<file path="src/rtl/systolic_feed_ctrl_if.sv">
// systolic_feed_ctrl_if: operand-source and array-edge signal bundle for systolic_feed_ctrl
interface systolic_feed_ctrl_if #(
  parameter int N = 4,
  parameter int W = 8
);
  logic             i_start;
  logic [N*N*W-1:0] i_a;
  logic [N*N*W-1:0] i_b;
  logic [N*W-1:0]   o_row_a;
  logic [N*W-1:0]   o_col_b;
  logic             o_pe_clr;
  logic             o_busy;
  logic             o_done;
  modport master (
    output i_start, i_a, i_b,
    input  o_row_a, o_col_b, o_pe_clr, o_busy, o_done
  );
  modport slave (
    input  i_start, i_a, i_b,
    output o_row_a, o_col_b, o_pe_clr, o_busy, o_done
  );
endinterface

</file>
<file path="src/rtl/systolic_feed_ctrl.sv">
// systolic_feed_ctrl: captures A/B, clears PEs, feeds diagonally skewed operands, drains, pulses done
module systolic_feed_ctrl #(
  parameter int N     = 4,
  parameter int W     = 8,
  parameter int DRAIN = 4
) (
  input logic                 i_clk,
  input logic                 i_srst,
  systolic_feed_ctrl_if.slave bus
);
  localparam int CW = $clog2(2*N-1+DRAIN+1);
  localparam logic [CW-1:0] LAST_FEED = CW'(2*N-2);
  localparam logic [CW-1:0] LAST      = CW'(2*N-2+DRAIN);
  typedef enum logic [2:0] {IDLE, CLEAR, FEED, DRAINING, DONE} state_t;
  state_t           state_q, state_d;
  logic [CW-1:0]    cnt_q, cnt_d;
  logic [N*N*W-1:0] a_q, a_d, b_q, b_d;
  logic [N*W-1:0]   row_a, col_b;
  always_ff @(posedge i_clk) begin
    if (i_srst) begin
      state_q <= IDLE;
      cnt_q   <= '0;
      a_q     <= '0;
      b_q     <= '0;
    end else begin
      state_q <= state_d;
      cnt_q   <= cnt_d;
      a_q     <= a_d;
      b_q     <= b_d;
    end
  end
  always_comb begin
    state_d = state_q;
    cnt_d   = cnt_q;
    a_d     = a_q;
    b_d     = b_q;
    unique case (state_q)
      IDLE: begin
        cnt_d = '0;
        if (bus.i_start) begin
          state_d = CLEAR;
          a_d     = bus.i_a;
          b_d     = bus.i_b;
        end
      end
      CLEAR: begin
        state_d = FEED;
        cnt_d   = '0;
      end
      FEED: begin
        state_d = cnt_q == LAST_FEED ? (DRAIN == 0 ? DONE : DRAINING) : FEED;
        cnt_d   = cnt_q + 1'b1;
      end
      DRAINING: begin
        state_d = cnt_q == LAST ? DONE : DRAINING;
        cnt_d   = cnt_q + 1'b1;
      end
      DONE: begin
        state_d = IDLE;
        cnt_d   = '0;
      end
      default: state_d = IDLE;
    endcase
  end
  always_comb begin
    row_a = '0;
    col_b = '0;
    for (int i = 0; i < N; i++)
      for (int j = 0; j < N; j++)
        if (state_q == FEED && cnt_q == CW'(i + j)) begin
          row_a[i*W +: W] = a_q[(i*N+j)*W +: W];
          col_b[i*W +: W] = b_q[(j*N+i)*W +: W];
        end
  end
  assign bus.o_row_a  = row_a;
  assign bus.o_col_b  = col_b;
  assign bus.o_pe_clr = state_q == CLEAR;
  assign bus.o_busy   = state_q != IDLE;
  assign bus.o_done   = state_q == DONE;
endmodule

</file>
<file path="src/flat_wrapper.sv">
// flat-port wrapper written by rule: the top's interface ports become plain ports
module systolic_feed_ctrl_flat 
#(
  parameter int N     = 4,
  parameter int W     = 8,
  parameter int DRAIN = 4
)
  (i_clk, i_srst, bus_i_start, bus_i_a, bus_i_b, bus_o_row_a, bus_o_col_b, bus_o_pe_clr, bus_o_busy, bus_o_done);
  systolic_feed_ctrl_if #(.N(N), .W(W)) bus_i ();
  input logic i_clk;
  input logic i_srst;
  input wire logic [$bits(bus_i.i_start)-1:0] bus_i_start;
  input wire logic [$bits(bus_i.i_a)-1:0] bus_i_a;
  input wire logic [$bits(bus_i.i_b)-1:0] bus_i_b;
  output wire logic [$bits(bus_i.o_row_a)-1:0] bus_o_row_a;
  output wire logic [$bits(bus_i.o_col_b)-1:0] bus_o_col_b;
  output wire logic [$bits(bus_i.o_pe_clr)-1:0] bus_o_pe_clr;
  output wire logic [$bits(bus_i.o_busy)-1:0] bus_o_busy;
  output wire logic [$bits(bus_i.o_done)-1:0] bus_o_done;
  assign bus_i.i_start = bus_i_start;
  assign bus_i.i_a = bus_i_a;
  assign bus_i.i_b = bus_i_b;
  assign bus_o_row_a = bus_i.o_row_a;
  assign bus_o_col_b = bus_i.o_col_b;
  assign bus_o_pe_clr = bus_i.o_pe_clr;
  assign bus_o_busy = bus_i.o_busy;
  assign bus_o_done = bus_i.o_done;
  systolic_feed_ctrl #(.N(N), .W(W), .DRAIN(DRAIN)) u_core (.i_clk(i_clk), .i_srst(i_srst), .bus(bus_i));
endmodule
</file>
<file path="config.mk">
export PLATFORM = sky130hd
export DESIGN_NAME = systolic_feed_ctrl_flat
export DESIGN_NICKNAME = d
export VERILOG_FILES = /design/src/rtl/systolic_feed_ctrl_if.sv /design/src/rtl/systolic_feed_ctrl.sv /design/src/flat_wrapper.sv
export SDC_FILE = /design/constraint.sdc
export NUM_CORES = 1
export LEC_CHECK = 0
export ABC_AREA = 1
export BUFFER_PORTS_ARGS = -buffer_cell sky130_fd_sc_hd__buf_4
export CAP_MARGIN = 20
export CELL_PAD_IN_SITES_DETAIL_PLACEMENT = 1
export CELL_PAD_IN_SITES_GLOBAL_PLACEMENT = 1
export CORE_MARGIN = 1.5
export CORE_UTILIZATION = 37
export CTS_BUF_LIST = sky130_fd_sc_hd__clkbuf_16
export CTS_CLUSTER_DIAMETER = 40
export DETAILED_ROUTE_END_ITERATION = 8
export PLACE_DENSITY = 0.79
export SYNTH_ARGS = -nofsm -noshare
export SYNTH_HDL_FRONTEND = slang
export SYNTH_SLANG_ARGS = --single-unit
</file>
<file path="constraint.sdc">
create_clock -name i_clk -period 1.57 [get_ports i_clk]
set_input_delay 0.0785 -clock i_clk [delete_from_list [all_inputs] [get_ports i_clk]]
set_output_delay 0.0785 -clock i_clk [all_outputs]
set_load 0.01 [all_outputs]
</file>
==> run metrics, run 1 <==
die height around 180 um; Post-Syn Area roughly 0.012 sq mm; Worst Endpoint after GRT Repair bus_o_col_b[24]; initial antenna violation count 35; IO Port Bufs between 300 and 400; Die X between 150 and 200 um; outcome did not finish; warnings from Yosys 0; Detail Placement HPWL 29.23 mm; top cells by count, synth a21oi_1 (334), nand2_1 (294), inv_1 (267), dfxtp_1 (263), o21ai_0 (215); GRT Util Overall 88.99%; Mean Syn Cell Area 7.000 sq um; initial core utilization 37.43%; flops & latches, synth ~260; Synth area leader dfxtp_1; clk sinks 263; post-synthesis sequential area ratio 44.69%; Worst endpoint type primary output; Area contributors post-synth dfxtp_1 (45%), a21oi_1 (14%), nand2_1 (9.4%), o21ai_0 (9.1%), inv_1 (8.5%); stopping stage global routing; Syn Nets just under 2,000; most frequent cell after synthesis a21oi_1; Yosys top cell area share 44.69%; GPL Wtd Cong 0.8723; FFs w/ async S/R, synth 0%; Post-synth EDFFs 0; pin count of the biggest net entering global routing 84; gr ovfl total 651; post-placement cell area 0.01501 sq mm; CTS buffer count 43; pre-CTS setup slack -0.2354 ns; Cells after Synth 1,683; Unique masters post-synth 29; H-tree depth 2; CTS root buf clkbuf_16; row cnt 65; CTS max path bufs 3; most used flip-flop cell after synthesis dfxtp_1; I/O pins around 330; Stop Error [ERROR GRT-0232] Routing congestion too high. Check the congestion heatmap in the GUI.
routing by layer:
layer / overflow / global-route usage (%)
met5: 3 / 37.93
met2: 347 / 103.3
met4: 285 / 100.6
met1: 1 / 85.13
met3: 15 / 76.47
through the flow:
stage	TNS [ns]	std cells	hold WS, ns
after floorplan	0	1683	0.1476
after global placement	-5.882	2358	0.3309
after detailed placement	-8.687	2358	0.3428
after CTS	-37.15	2729	0.3501
cell families after synthesis:
| group | share of synthesized area [%] |
|---|---|
| flops | 44.69 |
| simple gates | 15.41 |
| compound gates | 25.56 |
| fa+ha+maj | 0.4248 |
| buf+inv | 13.91 |
repair_timing:
action / CTS
hold buffers: 258
setup endpoints to repair: 69
pin swaps: 37
resized for setup: 179
hold endpoints to repair: 262
setup buffers: 23
cloned: 12
==> run 2, diff against run 1 <==
--- a/config.mk
+++ b/config.mk
@@ -8,14 +8,10 @@
 export ABC_AREA = 1
 export BUFFER_PORTS_ARGS = -buffer_cell sky130_fd_sc_hd__buf_4
 export CAP_MARGIN = 20
-export CELL_PAD_IN_SITES_DETAIL_PLACEMENT = 1
-export CELL_PAD_IN_SITES_GLOBAL_PLACEMENT = 1
 export CORE_MARGIN = 1.5
-export CORE_UTILIZATION = 37
-export CTS_BUF_LIST = sky130_fd_sc_hd__clkbuf_16
-export CTS_CLUSTER_DIAMETER = 40
+export CORE_UTILIZATION = 26
 export DETAILED_ROUTE_END_ITERATION = 8
-export PLACE_DENSITY = 0.79
+export PLACE_DENSITY_LB_ADDON = 0.15
 export SYNTH_ARGS = -nofsm -noshare
 export SYNTH_HDL_FRONTEND = slang
 export SYNTH_SLANG_ARGS = --single-unit
==> run 2 against run 1 <==
  * Area after synthesis is the same
  * The flow now finishes, with violations (negative setup slack)
  * Synthesized cell count is the same
==> run metrics, run 2 <==
clk sinks around 260; vias in the first global route ~13,000; Int Pwr 16.58 mW; dpl cells 2,560; Syn Nets 1,946; Synth area leader dfxtp_1; Post-Syn Area 0.01178 sq mm; WP data arrival 2.15 ns; fmax 0.4478 GHz; core footprint around 0.045 sq mm; final hold slack 0.3505 ns; warnings from Yosys 0; CTS buffer count 34; Mean Syn Cell Area between 7 and 8 sq um; Max FO, Critical Path 17; most used flip-flop cell after synthesis dfxtp_1; outcome finished, violations left; clk_lat worst skew 0.53 ns; DRT Pass-1 Iters 5; fill cell count 4,273; commonest non-fill, non-tap cell in the layout buf_4; drt drc 0; flops & latches, synth 263; GPL Wtd Cong 0.8065; Unique masters post-synth 29; die height 215.9 um; TritonCTS clock tree done; VDD IR max ~0.7 mV; Worst-Margin Slew 0.4273 ns; RSZ-0062 raised after global routing true; I/O pins ~330; post-synthesis sequential area ratio 44.69%; Hold Path Class input pin to flip-flop; pin count of the biggest net entering global routing between 70 and 80; pre-CTS setup slack -0.2772 ns; Final nets 2,626; Max-Cap Viols 0; Adder-Cell Fraction of Synth Area 0.4248%; share of layout cells above drive strength 1 33.93%; row cnt 77; Die X 215.9 um; Crit. End Element output pin; post-layout min period 2.233 ns; GRT Util Overall 18.74%; Slew headroom 71.51%; Cells after Synth 1,683; Detailed Route WL 50.00 mm; Pins Over Slew Limit 0; Synth Area in Simple Gates 15.41%; Yosys top cell area share 44.69%; initial core utilization 26.47%; first-pass GRT wire length 70.01 mm; initial antenna violation count 1; Post-synth EDFFs 0; clock slew seen by the registers of the worst setup and hold paths 0.06 ns; Clock power frac 34.6%; routed len/inst 16.78 um; Final Cycle Share 142.2%; leakage power 9.790 nW; CTS max path bufs 3; sequential power share 35.8%; failing checks negative setup slack; Setup violations, final roughly 210; FFs w/ async S/R, synth 0%; Net Switching 6.784 mW; final non-filler cell total 2,980; initial DRC count 710; clk_skew about 0.014 ns; CTS root buf clkbuf_16; Detail Placement HPWL 29.23 mm; Area contributors post-synth dfxtp_1 (45%), a21oi_1 (14%), nand2_1 (9.4%), o21ai_0 (9.1%), inv_1 (8.5%); Largest regs u_core.a_q x128, u_core.b_q x128, u_core.cnt_q x4; mux share of post-synthesis cell area 0%; type of the worst setup path flip-flop to output pin; Startpoint Class flip-flop; IO Port Bufs between 300 and 400; vias 13,518; Fin. Hold Viols 0; full die area ~0.047 sq mm; commonest non-fill, non-tap cells in the layout buf_4 (349), a21oi_1 (273), inv_1 (262), dlygate4sd3_1 (258), dfxtp_1 (257); final core occ between 40% and 50%; H-tree depth 2; sw frac between 20 and 30%; setup slack, reg-to-reg -0.12 ns; Worst EP required 1.49 ns; post-synthesis compound-gate area fraction 25.56%; setup ws final -0.6630 ns; via/cell ratio 4.536; gr ovfl total 0; Post-Synth XOR/XNOR Area 0%; most frequent cell after synthesis a21oi_1; Power Dens Cells 1051 mW/mm^2; DRT antenna net count 0; Finished Cell Area between 0.02 and 0.025 sq mm; post-placement cell area 0.01544 sq mm; Comb power frac 29.6%; largest family of logic cells by synthesized area compound AO/OA/AOI/OAI gates; area grow syn2layout 88.63%; top cells by count, synth a21oi_1 (334), nand2_1 (294), inv_1 (267), dfxtp_1 (263), o21ai_0 (215)
==> run 2: kinds of logic after synthesis <==
group	after synthesis
buf+inv	396
fa+ha+maj	4
flops	263
simple gates	422
compound gates	598
==> run 2: cell type report <==
type	instances	area [sq um]	share of cell area (%)
antenna	1	2.502	0.01126
clock buffer	53	1066	4.797
clock inverter	7	92.59	0.4166
inverter	274	1059	4.763
multi-input combinational	1024	5803	26.11
sequential	263	5278	23.75
tap	592	740.7	3.333
timing repair buffer	766	8182	36.82
==> run 2: power by group through the flow <==
stage,Sequential (mW),Clock [mW],Combinational (mW)
floorplan,8.29,0,2.22
global placement,8.41,0,3.82
global route,8.47,8.58,7.48
finish,8.35,8.09,6.92
detailed placement,8.42,0,3.87
CTS,8.32,8.27,4.65
==> run 2: worst paths after layout <==
kind	from	end	cells after the start
worst max-delay path	u_core.cnt_q[1]$_SDFFE_PP0P_	bus_o_row_a[13]	11
worst min-delay path	bus_i_b[22]	u_core.b_q[22]$_SDFFE_PP0P_	4
worst max register to register	u_core.state_q[2]$_SDFFE_PP0P_	u_core.a_q[34]$_SDFFE_PP0P_	10
worst min register to register	u_core.b_q[52]$_SDFFE_PP0P_	u_core.b_q[52]$_SDFFE_PP0P_	2
==> run 2: stage by stage <==
| stage | TNS [ns] | total power, mW |
|---|---|---|
| 5_1_grt | -65.98 | 24.52 |
| 3_3_place_gp | -7.335 | 12.23 |
| 2_1_floorplan | 0 | 10.51 |
| 6_report | -46.64 | 23.36 |
| 3_5_place_dp | -10.33 | 12.30 |
| 4_1_cts | -40.23 | 21.24 |
==> run 2: routing by layer <==
| layer | track usage, % | vias to the layer above | part of all wire, % |
|---|---|---|---|
| met3 | 3.312 | 64 | 4.7 |
| met1 | 23.70 | 6319 | 45 |
| li1 | - | 6785 | - |
| met4 | 5.175 | 0 | 1.9 |
| met2 | 32.52 | 350 | 48 |
| met5 | 0 | - | 0 |
==> run 2: repair_timing <==
item	4_1_cts	5_1_grt
resized for setup	147	310
setup endpoints to repair	72	187
gates cloned	7	48
hold buffers	258	0
buffers inserted	15	33
pin swaps	25	49
endpoints found under the hold margin	262	0
==> run 2: worst max-delay path, stage by stage (launching register included) <==
cell	delay [ns]
dfxtp_4	0.37
buf_4	0.12
ha_4	0.14
nand3_4	0.08
nor2_4	0.13
buf_6	0.13
buf_12	0.14
nand2_1	0.08
nand3_2	0.09
nand2_1	0.08
nand2_1	0.10
buf_4	0.13
Note: power is estimated with default switching activity, not from simulation.
